--- config.mk ---
export PLATFORM = sky130hd
export DESIGN_NAME = mem_access_unit
export DESIGN_NICKNAME = d
export VERILOG_FILES = /design/src/rtl/mem_access_unit.sv
export SDC_FILE = /design/constraint.sdc
export NUM_CORES = 1
export LEC_CHECK = 0
export ABC_AREA = 1
export BUFFER_PORTS_ARGS = -buffer_cell sky130_fd_sc_hd__buf_4
export CAP_MARGIN = 25
export CORE_ASPECT_RATIO = 1.2
export CORE_MARGIN = 4
export CORE_UTILIZATION = 40
export CTS_BUF_LIST = sky130_fd_sc_hd__clkbuf_8
export DETAILED_ROUTE_END_ITERATION = 10
export GPL_TIMING_DRIVEN = 0
export PLACE_DENSITY = 0.69
export SYNTH_ARGS = -nofsm -noshare
export SYNTH_HDL_FRONTEND = slang
export SYNTH_SLANG_ARGS = --single-unit
--- constraint.sdc ---
create_clock -name clk -period 1.6 [get_ports clk]
set_input_delay 0.16 -clock clk [delete_from_list [all_inputs] [get_ports clk]]
set_output_delay 0.16 -clock clk [all_outputs]
set_load 0.005 [all_outputs]
--- src/rtl/mem_access_unit.sv ---
// M-stage data-memory access engine: alignment checks, store lane steering,
// a req/ack handshake with a multi-cycle memory and the W-stage load register.
module mem_access_unit #(
  parameter int TIMEOUT = 16,
  parameter int CNT_W   = 5
) (
  input  logic        clk,
  input  logic        reset,
  input  logic        m_valid,
  input  logic        m_flush,
  input  logic [31:0] m_addr,
  input  logic [31:0] m_wdata,
  input  logic [2:0]  m_slctrl,
  input  logic [2:0]  m_sctrl,
  output logic        stall,
  output logic        exc_adel,
  output logic        exc_ades,
  output logic        bus_req,
  output logic        bus_we,
  output logic [31:0] bus_addr,
  output logic [3:0]  bus_be,
  output logic [31:0] bus_wdata,
  input  logic        bus_ack,
  input  logic [31:0] bus_rdata,
  output logic        bus_err,
  output logic        w_valid,
  output logic [31:0] w_memD,
  output logic [1:0]  w_bytesel,
  output logic [2:0]  w_slctrl
);

  localparam logic [2:0] SL_NONE  = 3'd0;
  localparam logic [2:0] SL_WORD  = 3'd1;
  localparam logic [2:0] SL_HALF  = 3'd2;
  localparam logic [2:0] SL_HALFU = 3'd4;

  localparam logic [2:0] ST_NONE = 3'd0;
  localparam logic [2:0] ST_SW   = 3'd1;
  localparam logic [2:0] ST_SH   = 3'd2;
  localparam logic [2:0] ST_SB   = 3'd3;
  localparam logic [2:0] ST_SWL  = 3'd4;
  localparam logic [2:0] ST_SWR  = 3'd5;

  localparam logic [CNT_W-1:0] CNT_LAST = CNT_W'(TIMEOUT - 1);

  typedef enum logic {
    S_IDLE,
    S_BUSY
  } state_t;

  state_t state_q, state_d;

  logic             bus_req_q, bus_req_d;
  logic             bus_we_q, bus_we_d;
  logic [31:0]      bus_addr_q, bus_addr_d;
  logic [3:0]       bus_be_q, bus_be_d;
  logic [31:0]      bus_wdata_q, bus_wdata_d;
  logic             bus_err_q, bus_err_d;
  logic [2:0]       req_slctrl_q, req_slctrl_d;
  logic [1:0]       req_bytesel_q, req_bytesel_d;
  logic [CNT_W-1:0] cnt_q, cnt_d;
  logic             done_q, done_d;
  logic             w_valid_q, w_valid_d;
  logic [31:0]      w_memd_q, w_memd_d;
  logic [1:0]       w_bytesel_q, w_bytesel_d;
  logic [2:0]       w_slctrl_q, w_slctrl_d;

  logic [1:0]  a;
  logic        is_load, is_store, op;
  logic        mis_load, mis_store, legal_op, launch;
  logic [3:0]  st_be;
  logic [31:0] st_wdata;

  assign a = m_addr[1:0];

  always_comb begin
    is_load   = (m_slctrl != SL_NONE);
    is_store  = (m_sctrl != ST_NONE);
    op        = m_valid & ~m_flush & (is_load | is_store);
    mis_load  = 1'b0;
    mis_store = 1'b0;
    case (m_slctrl)
      SL_WORD:           mis_load = (a != 2'b00);
      SL_HALF, SL_HALFU: mis_load = a[0];
      default:           mis_load = 1'b0;
    endcase
    case (m_sctrl)
      ST_SW:   mis_store = (a != 2'b00);
      ST_SH:   mis_store = a[0];
      default: mis_store = 1'b0;
    endcase
    legal_op = op & ~mis_load & ~mis_store;
  end

  // Steer the store bytes onto the lanes they occupy within the aligned word.
  always_comb begin
    st_be    = 4'b0000;
    st_wdata = 32'h0;
    case (m_sctrl)
      ST_SW: begin
        st_be    = 4'b1111;
        st_wdata = m_wdata;
      end
      ST_SH: begin
        st_be    = a[1] ? 4'b1100 : 4'b0011;
        st_wdata = m_wdata << {a[1], 4'b0000};
      end
      ST_SB: begin
        st_be    = 4'b0001 << a;
        st_wdata = m_wdata << {a, 3'b000};
      end
      ST_SWL: begin
        case (a)
          2'd0:    st_be = 4'b0001;
          2'd1:    st_be = 4'b0011;
          2'd2:    st_be = 4'b0111;
          default: st_be = 4'b1111;
        endcase
        st_wdata = m_wdata >> {~a, 3'b000};
      end
      ST_SWR: begin
        st_be    = 4'b1111 << a;
        st_wdata = m_wdata << {a, 3'b000};
      end
      default: begin
        st_be    = 4'b0000;
        st_wdata = 32'h0;
      end
    endcase
  end

  // done_q marks the cycle after completion, when the finished instruction
  // is still in M and must not relaunch while the pipeline advances.
  assign launch = (state_q == S_IDLE) & legal_op & ~done_q;

  always_comb begin
    state_d       = state_q;
    bus_req_d     = bus_req_q;
    bus_we_d      = bus_we_q;
    bus_addr_d    = bus_addr_q;
    bus_be_d      = bus_be_q;
    bus_wdata_d   = bus_wdata_q;
    bus_err_d     = 1'b0;
    req_slctrl_d  = req_slctrl_q;
    req_bytesel_d = req_bytesel_q;
    cnt_d         = cnt_q;
    done_d        = 1'b0;
    w_valid_d     = 1'b0;
    w_memd_d      = w_memd_q;
    w_bytesel_d   = w_bytesel_q;
    w_slctrl_d    = w_slctrl_q;
    case (state_q)
      S_IDLE: begin
        if (launch) begin
          state_d       = S_BUSY;
          bus_req_d     = 1'b1;
          bus_we_d      = is_store;
          bus_addr_d    = {m_addr[31:2], 2'b00};
          bus_be_d      = is_store ? st_be : 4'b1111;
          bus_wdata_d   = is_store ? st_wdata : 32'h0;
          req_slctrl_d  = m_slctrl;
          req_bytesel_d = a;
          cnt_d         = '0;
        end
      end
      S_BUSY: begin
        if (bus_ack) begin
          state_d   = S_IDLE;
          bus_req_d = 1'b0;
          done_d    = 1'b1;
          if (!bus_we_q) begin
            w_valid_d   = 1'b1;
            w_memd_d    = bus_rdata;
            w_bytesel_d = req_bytesel_q;
            w_slctrl_d  = req_slctrl_q;
          end
        end else if (cnt_q == CNT_LAST) begin
          state_d   = S_IDLE;
          bus_req_d = 1'b0;
          bus_err_d = 1'b1;
          done_d    = 1'b1;
        end else begin
          cnt_d = cnt_q + CNT_W'(1);
        end
      end
      default: state_d = S_IDLE;
    endcase
  end

  always_ff @(posedge clk or negedge reset) begin
    if (!reset) begin
      state_q       <= S_IDLE;
      bus_req_q     <= 1'b0;
      bus_we_q      <= 1'b0;
      bus_addr_q    <= 32'h0;
      bus_be_q      <= 4'b0000;
      bus_wdata_q   <= 32'h0;
      bus_err_q     <= 1'b0;
      req_slctrl_q  <= SL_NONE;
      req_bytesel_q <= 2'b00;
      cnt_q         <= '0;
      done_q        <= 1'b0;
      w_valid_q     <= 1'b0;
      w_memd_q      <= 32'h0;
      w_bytesel_q   <= 2'b00;
      w_slctrl_q    <= SL_NONE;
    end else begin
      state_q       <= state_d;
      bus_req_q     <= bus_req_d;
      bus_we_q      <= bus_we_d;
      bus_addr_q    <= bus_addr_d;
      bus_be_q      <= bus_be_d;
      bus_wdata_q   <= bus_wdata_d;
      bus_err_q     <= bus_err_d;
      req_slctrl_q  <= req_slctrl_d;
      req_bytesel_q <= req_bytesel_d;
      cnt_q         <= cnt_d;
      done_q        <= done_d;
      w_valid_q     <= w_valid_d;
      w_memd_q      <= w_memd_d;
      w_bytesel_q   <= w_bytesel_d;
      w_slctrl_q    <= w_slctrl_d;
    end
  end

  // Combinational outputs are forced low while reset is held.
  assign stall     = reset & ((state_q == S_BUSY) | launch);
  assign exc_adel  = reset & op & mis_load;
  assign exc_ades  = reset & op & mis_store;
  assign bus_req   = bus_req_q;
  assign bus_we    = bus_we_q;
  assign bus_addr  = bus_addr_q;
  assign bus_be    = bus_be_q;
  assign bus_wdata = bus_wdata_q;
  assign bus_err   = bus_err_q;
  assign w_valid   = w_valid_q;
  assign w_memD    = w_memd_q;
  assign w_bytesel = w_bytesel_q;
  assign w_slctrl  = w_slctrl_q;

endmodule

== Word level (Yosys, flattened, before mapping) ==
Cells that the tools add are included.
Cells by class
  add/subtract/negate cells: 1
  eq/ne operators: 15
  shift-type cells: 5
  muxes and demuxes: 28
  bitwise logic cells: 19
  reduce and logical (&&, ||, !) cells: 10
Operators by type and width (count)
  $pmux 32 s4: 1
  $shl 32x5->32: 2
  $mux 32: 1
  $shr 32x5->32: 1
  $pmux 4 s5: 1
  $mux 5: 3
  $mux 1: 14
  $pmux 4 s3: 1
  $and 1x1->1: 10
  $pmux 5 s2: 1
  $eq 3x2->1 const B: 3
  $eq 3x3->1 const B: 3
  $mux 4: 2
  $pmux 1 s2: 4
  $eq 3x1->1 const B: 2
  $ne 2x2->1 const B: 3
  $not 1->1: 6
  $reduce_and 3->1: 2
  $reduce_bool 3->1: 2
  $add 5x1->5 const B: 1
  $eq 5x4->1 const B: 1
  $reduce_and 2->1: 2
  $reduce_or 2->1: 2
  $shl 1x2->4 const A: 1
  8 further kinds: 9
Storage, ports and cells
  flip-flop bits (word level): 119
  bits of input ports: 107
  output and inout port bits: 112
  logic and storage cells: 93

== Depth between registers and ports, before layout ==
Gate-level depths: netlist of the first run.
  depth after elaboration: 10
  gate-level depth with buffers: 12
  depth with buffers taken out: 11

== Least setup slack after synthesis of the first run ==
No wires, ideal clock.
  kind: register to register
  start: register cnt_q[0]
  end: register cnt_q[0]
  setup time: 0.065 ns
  arrival time: 1.746 ns
  required time: 1.535 ns
  slack: -0.211 ns
  stages on the path, launching flop included: 8
  path buffers: 0
  clock period less this slack: 1.811 ns
  cell sequence: dfrtp_1 > ha_1 > and3_1 > ha_1 > nor3_1 > inv_1 > or2_2 > nand2_1
On the way
  cells in the longest elaborated chain, start to end: 4
  elaborated cells on any way between the ends: 7
  those cells by class: add/sub: 1; eq/ne: 2; mux: 3; reduce/logical: 1
RTL lines
  start: declaration: RTL line 61  | logic [CNT_W-1:0] cnt_q, cnt_d;
  start signal: assignment: RTL line 217  | cnt_q <= cnt_d;
  $add 5x1->5: RTL line 183  | cnt_d = cnt_q + CNT_W'(1);
  $mux 5: RTL line 177  | end else if (cnt_q == CNT_LAST) begin
  $mux 5: RTL line 167  | if (bus_ack) begin
  $pmux 5 s2: RTL line 152  | case (state_q)
Parallel ways exist; a longest one is shown, timed or not. The select of a mux whose other input is x is not followed.
A chain may end at the register's enable or synchronous reset.

== Worst setup path in the final report of the first run ==
  start: register state_q
  end: output port stall
On the way
  cells in the longest elaborated chain, start to end: 5
RTL lines
  start: declaration: RTL line 51  | state_t state_q, state_d;
  start signal: assignment: RTL line 208  | state_q <= state_d;
  $not 1->1 (no line)
  $and 1x1->1 (2 in a row): RTL line 134  | assign launch = (state_q == S_IDLE) & legal_op & ~done_q;
  $or 1x1->1 *: RTL line 227  | assign stall = reset & ((state_q == S_BUSY) | launch);
  $and 1x1->1 *: RTL line 227
  end: declaration: RTL line 15  | output logic stall,
Every way passes the cells marked *; elsewhere a longest branch is shown, timed or not.

==> results of run 1 <==
==> cells in the final DEF, fill, tap and decap left out, types with 3 or more instances in the layout <==
cell           count
nand3_1           58
inv_1             43
nand3_2            7
clkbuf_8          18
inv_2              8
nand2_2            5
a21oi_1            9
or2_4              3
nor2_1            28
dfrtp_1          119
dlygate4sd3_1     65
inv_6              3
buf_2              9
o21ai_0           20
clkinv_4           5
bufinv_16          3
buf_6             10
o22ai_1           14
buf_4            234
clkbuf_1           9
nand4_1           11
nand2_1          463
o21ai_1           12
==> worst reg2reg max path, stage by stage, from the launching register on <==
cell and delay, ps:
dfrtp_1 390, ha_2 190, and3_4 150, ha_4 160, nor3_4 260, nand4_1 160, xor2_1 170, nor2_1 60
==> how the worst max path moves through the flow <==
stage / startpoint / endpoint / depth (start not counted)
finish: state_q$_DFF_PN0_ / stall / 6
global route: state_q$_DFF_PN0_ / stall / 6
global placement: reset / exc_adel / 4
CTS: state_q$_DFF_PN0_ / stall / 6
floorplan: cnt_q[1]$_DFFE_PN0P_ / cnt_q[0]$_DFFE_PN0P_ / 7
detailed placement: m_addr[0] / bus_be[3]$_DFFE_PN0P_ / 11
==> metal layers <==
metal | up-vias | track usage [%] | share of wire [%]
li1 | 3328 | - | -
met1 | 3239 | 32.2 | 40
met2 | 343 | 44.5 | 48
met3 | 66 | 6.34 | 8.2
met4 | 0 | 10.8 | 3.4
met5 | - | 0 | 0
==> per-stage QoR <==
| stage | cell area (µm²) | TNS (ps) | utilization, % | instances | setup slack [ps] |
|---|---|---|---|---|---|
| 2_1_floorplan | 6200 | 0 | - | 864 | 6.41 |
| 3_3_place_gp | 8070 | -6850 | 53.5 | 1283 | -387 |
| 3_5_place_dp | 8100 | -6890 | 53.7 | 1284 | -180 |
| 4_1_cts | 9310 | -201 | 61.7 | 1391 | -176 |
| 5_1_grt | 9370 | -596 | 62.1 | 1391 | -211 |
| 6_report | 9370 | -278 | 62.1 | 1391 | -158 |
==> sequential cells by signal, summed over array words and instances (netlist names) <==
signal and count:
req_slctrl_q 3, w_memD 32, cnt_q 5, bus_req 1
bus_we 1, bus_err 1, bus_wdata 32, w_bytesel 2
bus_be 4, w_slctrl 3, req_bytesel_q 2, state_q 1
bus_addr 30, w_valid 1, done_q 1
==> power groups by stage <==
stage               sequential [µW]  clock [µW]  combinational, µW
detailed placement             4680           0               3810
finish                         4660        2970               4130
global placement               4650           0               3760
global route                   4800        3150               4550
floorplan                      4740           0               1350
CTS                            4620        2990               4050
==> repair_timing <==
item | 4_1_cts | 5_1_grt
gates resized for setup | 10 | 24
endpoints found under the hold margin | 96 | 87
endpoints found under the setup margin | 7 | 66
buffers inserted | 9 | 0
pin swaps | 5 | 4
==> logic make-up (layout without fill, tap and decap cells) <==
family	count (synthesis)	count (layout)	share of synthesized area, %
fa+ha+maj	2	2	0.405
xor+xnor	3	3	0.425
simple gates	583	583	38.2
buf+inv	93	416	7.09
other cells	1	2	0.0607
compound gates	62	62	5.63
flops	119	119	48.2
==> cell type report <==
cell class | instances | area (µm²)
plain buffers | 42 | 275
inverters | 51 | 191
repair buffers | 292 | 2410
multi-input cells | 652 | 2840
flip-flops and latches | 119 | 2980
clock buffers | 18 | 248
fillers | 1315 | 5710
clock inverters | 13 | 170
well taps | 204 | 255
==> impl_metrics.py, run 1 <==
metrics = {
    "routing": {
        "drt_iter0_markers": 559,
        "wire_per_inst_um": 16.7,
        "vias": 6976,
        "drc": 0,
        "drt_first_pass_iters": 6,
        "via_per_inst": 5.02,
        "wl_mm": 23.3,
        "ant_nets": 0,
    },
    "setup_path": {
        "critPathMaxStageDelay_ps": 400,
        "rrSetupSlack_ps": -40,
        "reg2regPathDepth": 7,
        "critical_path.top_delay_family": "simple AND/OR/NAND/NOR gates",
        "arrival_ps": 1600,
        "endpoint_kind": "output port",
        "worstPathCellList": "or2_4, nor2_4, nand3_2, buf_6, a21boi_2, buf_4",
        "r2r_end": "cnt_q[3]$_DFFE_PN0P_",
        "reg2reg_from": "cnt_q[0]$_DFFE_PN0P_",
        "cp-start-kind": "flip-flop",
        "crit_slowest_cell": "dfrtp_1",
        "crit_type": "reg2out",
        "worst_ep_required_time_ps": 1440,
        "worstPathMaxFanout": 3,
        "path_buf_inv": 2,
    },
    "clock_tree": {
        "clkTransAtPathRegs_ps": 80,
        "cts_tree": "done",
        "cts_hold_buf": 67,
        "insertion_delay_ps": 450,
        "clock_tree.root_cell": "clkbuf_8",
        "cts_buffer_depth": 2,
        "clkSinkCount": 119,
        "h-tree-depth": 4,
        "cts_inserted_buffers": 17,
    },
    "sta": {
        "rsz0062_at_grt": "true",
        "final.period_utilization_pct": 110,
        "worst_slack_ps": -158,
        "worst_pin_slew_ps": 654,
        "whs_ps": -277,
        "maxSlewHeadroom_pct": 56.4,
        "fin_worst_skew_ps": 15.9,
        "finalCriticalPeriod_ps": 1760,
        "fmax_mhz": 569,
        "finalHoldViolCount": 87,
        "timing.final.max_slew_violations": 0,
        "setup_viol": 5,
    },
    "global_routing": {
        "antenna_found_initial": 0,
        "grt-ovfl-total": 0,
        "grt_pass1_wl_mm": 36.2,
        "grt_start_max_net_pins": 90,
        "track_usage_pct": 26.3,
        "grt_pass1_vias": 6942,
    },
    "synth": {
        "synthTopCellsByArea": "dfrtp_1 48%, nand2_1 28%, nand3_1 4.9%",
        "yosysMostFrequentCell": "nand2_1",
        "seq_area_frac_synth_pct": 48.2,
        "synthArstFlopShare_pct": 100,
        "ys_ff_latch": 119,
        "synth_edf_count": 0,
        "synth_flop_cell": "dfrtp_1",
        "synth.top_cell.area_share_pct": 48.2,
        "yosys_warnings": 0,
        "yosys.area.top_type": "dfrtp_1",
        "synth_cell_types": 32,
        "syn_inst": 863,
        "syn-cell-area_um2": 6180,
        "synthTopCellsByCount": "464 x nand2_1, 119 x dfrtp_1, 61 x nand3_1, 44 x inv_1, 29 x nor2_1",
        "avgSynthCellArea_um2": 7.16,
    },
    "pwr": {
        "sw_frac_of_total_pct": 33.4,
        "vdd_drop_max_uv": 496,
        "clockPowerShare_pct": 25.2,
        "total_power_uw": 11700,
        "p_comb_share_pct": 35.1,
        "intPower_uw": 7820,
        "p_per_area_nw_per_um2": 1250,
        "leakagePower_uw": 0.00522,
        "power_frac_seq_pct": 39.6,
        "p_sw_uw": 3930,
    },
    "run_status": {
        "violations": "hold timing, setup timing",
        "status": "complete, but fails checks",
    },
    "placement": {
        "place_hpwl_mm": 15.6,
        "place_congestion": 0.990,
        "io_buffers": 215,
    },
    "layout": {
        "num_antenna_cells": 0,
        "areaGrowthSynthToFinish_pct": 51.7,
        "drive_gt1_share_pct": 27.2,
        "nets": 1284,
    },
    "floorplanning": {
        "die_w_um": 121,
        "dieArea_um2": 17500,
        "rows": 49,
        "io_pins": 219,
        "die_y_um": 144,
        "coreArea_um2": 15100,
        "start_util_pct": 41.0,
    },
    "worst_hold_path": {
        "hold_path_class": "in2async",
    },
    "run": {
        "maxCapViolCount": 0,
    },
}
No activity file was read; power rests on OpenSTA's default activity.
==> run 2: changes to the inputs <==
--- a/config.mk
+++ b/config.mk
@@ -14,7 +14,7 @@
 export CTS_BUF_LIST = sky130_fd_sc_hd__clkbuf_8
 export DETAILED_ROUTE_END_ITERATION = 10
 export GPL_TIMING_DRIVEN = 0
-export PLACE_DENSITY = 0.69
+export PLACE_DENSITY = 0.66
 export SYNTH_ARGS = -nofsm -noshare
 export SYNTH_HDL_FRONTEND = slang
 export SYNTH_SLANG_ARGS = --single-unit
==> constraint.sdc (replaced) <==
create_clock -name clk -period 1.7 [get_ports clk]
set_input_delay 0.17 -clock clk [delete_from_list [all_inputs] [get_ports clk]]
set_output_delay 0.17 -clock clk [all_outputs]
set_load 0.005 [all_outputs]
==> impl_metrics.py, run 2 (same netlist as run 1, synthesis figures left out) <==
metrics = {
    "setup_path": {
        "critPathCapture": "stall",
        "rrSetupSlack_ps": 80,
        "endpoint_kind": "output port",
        "arrival_ps": 1640,
        "worstPathCellList": "or2_4, nor2_4, nand3_2, buf_8, a21boi_2, buf_4",
        "path_buf_inv": 2,
        "crit_slowest_cell": "dfrtp_1",
        "reg2reg_from": "cnt_q[1]$_DFFE_PN0P_",
        "startpoint": "state_q$_DFF_PN0_",
        "path_depth": 6,
        "reg2regPathDepth": 8,
        "cp-start-kind": "flip-flop",
        "critical_path.top_delay_family": "simple AND/OR/NAND/NOR gates",
        "crit_type": "reg2out",
        "critPathMaxStageDelay_ps": 390,
        "r2r_end": "cnt_q[3]$_DFFE_PN0P_",
        "worstPathMaxFanout": 2,
        "worst_ep_required_time_ps": 1530,
    },
    "clock_tree": {
        "clkSinkCount": 119,
        "h-tree-depth": 4,
        "cts_inserted_buffers": 17,
        "cts_tree": "done",
        "cts_buffer_depth": 2,
        "cts_hold_buf": 63,
        "clkTransAtPathRegs_ps": 80,
        "insertion_delay_ps": 430,
        "clock_tree.root_cell": "clkbuf_8",
    },
    "run": {
        "maxCapViolCount": 0,
    },
    "placement": {
        "place_congestion": 0.951,
        "place.detailed.instances": 1284,
        "place_hpwl_mm": 15.8,
        "io_buffers": 215,
    },
    "global_routing": {
        "grt_pass1_wl_mm": 35.3,
        "antenna_found_initial": 0,
        "grt_start_max_net_pins": 71,
        "grt-ovfl-total": 0,
        "track_usage_pct": 25.7,
        "grt_pass1_vias": 6643,
    },
    "sta": {
        "fmax_mhz": 553,
        "finalCriticalPeriod_ps": 1810,
        "finalHoldViolCount": 49,
        "worst_pin_slew_ps": 686,
        "whs_ps": -326,
        "timing.final.max_slew_violations": 0,
        "final.period_utilization_pct": 106,
        "setup_viol": 1,
        "fin_worst_skew_ps": 14.5,
        "maxSlewHeadroom_pct": 54.3,
        "worst_slack_ps": -108,
        "rsz0062_at_grt": "true",
    },
    "floorplanning": {
        "rows": 49,
        "coreArea_um2": 15100,
        "start_util_pct": 41.0,
        "die_w_um": 121,
        "die_y_um": 144,
        "io_pins": 219,
        "dieArea_um2": 17500,
    },
    "routing": {
        "vias": 6816,
        "wl_mm": 22.6,
        "drc": 0,
        "via_per_inst": 4.91,
        "ant_nets": 0,
        "drt_first_pass_iters": 6,
        "wire_per_inst_um": 16.3,
        "drt_iter0_markers": 621,
    },
    "worst_hold_path": {
        "hold_path_class": "in2async",
    },
    "pwr": {
        "p_per_area_nw_per_um2": 1180,
        "p_sw_uw": 3600,
        "total_power_uw": 11000,
        "leakagePower_uw": 0.00519,
        "sw_frac_of_total_pct": 32.9,
        "power_frac_seq_pct": 40.0,
        "intPower_uw": 7350,
        "vdd_drop_max_uv": 416,
        "clockPowerShare_pct": 25.0,
        "p_comb_share_pct": 35.0,
    },
    "layout": {
        "finalCoreUtilization_pct": 61.6,
        "nets": 1280,
        "drive_gt1_share_pct": 26.9,
        "areaGrowthSynthToFinish_pct": 50.4,
        "num_antenna_cells": 0,
        "final_common_cell": "nand2_1",
        "most-common-layout-cells": "464 x nand2_1, 234 x buf_4, 119 x dfrtp_1",
        "final_cells": 1388,
    },
    "run_status": {
        "violations": "hold timing, setup timing",
        "status": "complete, but fails checks",
    },
}
==> run 2: changes by cell type in the layout (fill, tap and decap cells not counted), moves of 2 or more <==
cell and change:
nand3_1 +3, nand3_2 -3, clkinv_4 -3, buf_12 -2, or2_2 +2, buf_2 +2, dlygate4sd3_1 -2, clkinvlp_4 +2
or2_4 -2, buf_8 +2, buf_6 -4
==> run 2: timing repair <==
action	CTS	global route
pin swaps	4	6
setup endpoints to repair	6	48
resized for setup	11	21
setup buffers	6	3
endpoints found under the hold margin	112	49
==> run 2: through the flow <==
step,cell area (µm²),TNS [ps],setup WS [ps]
floorplan,6190,0,14.0
global placement,8060,-2940,-301
detailed placement,8090,-2050,-165
CTS,9220,-140,-140
global route,9290,-311,-187
finish,9290,-108,-108
==> run 2: worst min-delay path by stage <==
stage                                          end  slack [ps]
after floorplan           bus_addr[10]$_DFFE_PN0P_        -130
after global placement           bus_err$_DFF_PN0_         350
after detailed placement    w_memD[21]$_DFFE_PN0P_         150
after CTS                   w_memD[21]$_DFFE_PN0P_        -320
after global routing        w_memD[18]$_DFFE_PN0P_        -320
final                       w_memD[22]$_DFFE_PN0P_        -330
==> run 2: cell type report <==
| cell class | instances | area, µm² |
|---|---|---|
| clock inverters | 14 | 171 |
| flip-flops and latches | 119 | 2980 |
| fillers | 1342 | 5790 |
| well taps | 204 | 255 |
| plain buffers | 42 | 279 |
| repair buffers | 288 | 2350 |
| clock buffers | 18 | 248 |
| multi-input cells | 652 | 2820 |
| inverters | 51 | 194 |
==> run 2: metal layers <==
| layer | vias up | track usage [%] | routed length [µm] |
|---|---|---|---|
| met3 | 48 | 6.14 | 1830 |
| li1 | 3328 | - | - |
| met2 | 326 | 42.1 | 10800 |
| met4 | 0 | 10.9 | 759 |
| met5 | - | 0 | 0 |
| met1 | 3114 | 32.7 | 9280 |
==> run 2: power by group through the flow <==
| stage | Combinational [µW] | Sequential [µW] | Clock (µW) |
|---|---|---|---|
| 2_1_floorplan | 1270 | 4460 | 0 |
| 3_3_place_gp | 3540 | 4380 | 0 |
| 3_5_place_dp | 3590 | 4410 | 0 |
| 4_1_cts | 3790 | 4360 | 2790 |
| 5_1_grt | 4220 | 4500 | 2940 |
| 6_report | 3830 | 4380 | 2740 |
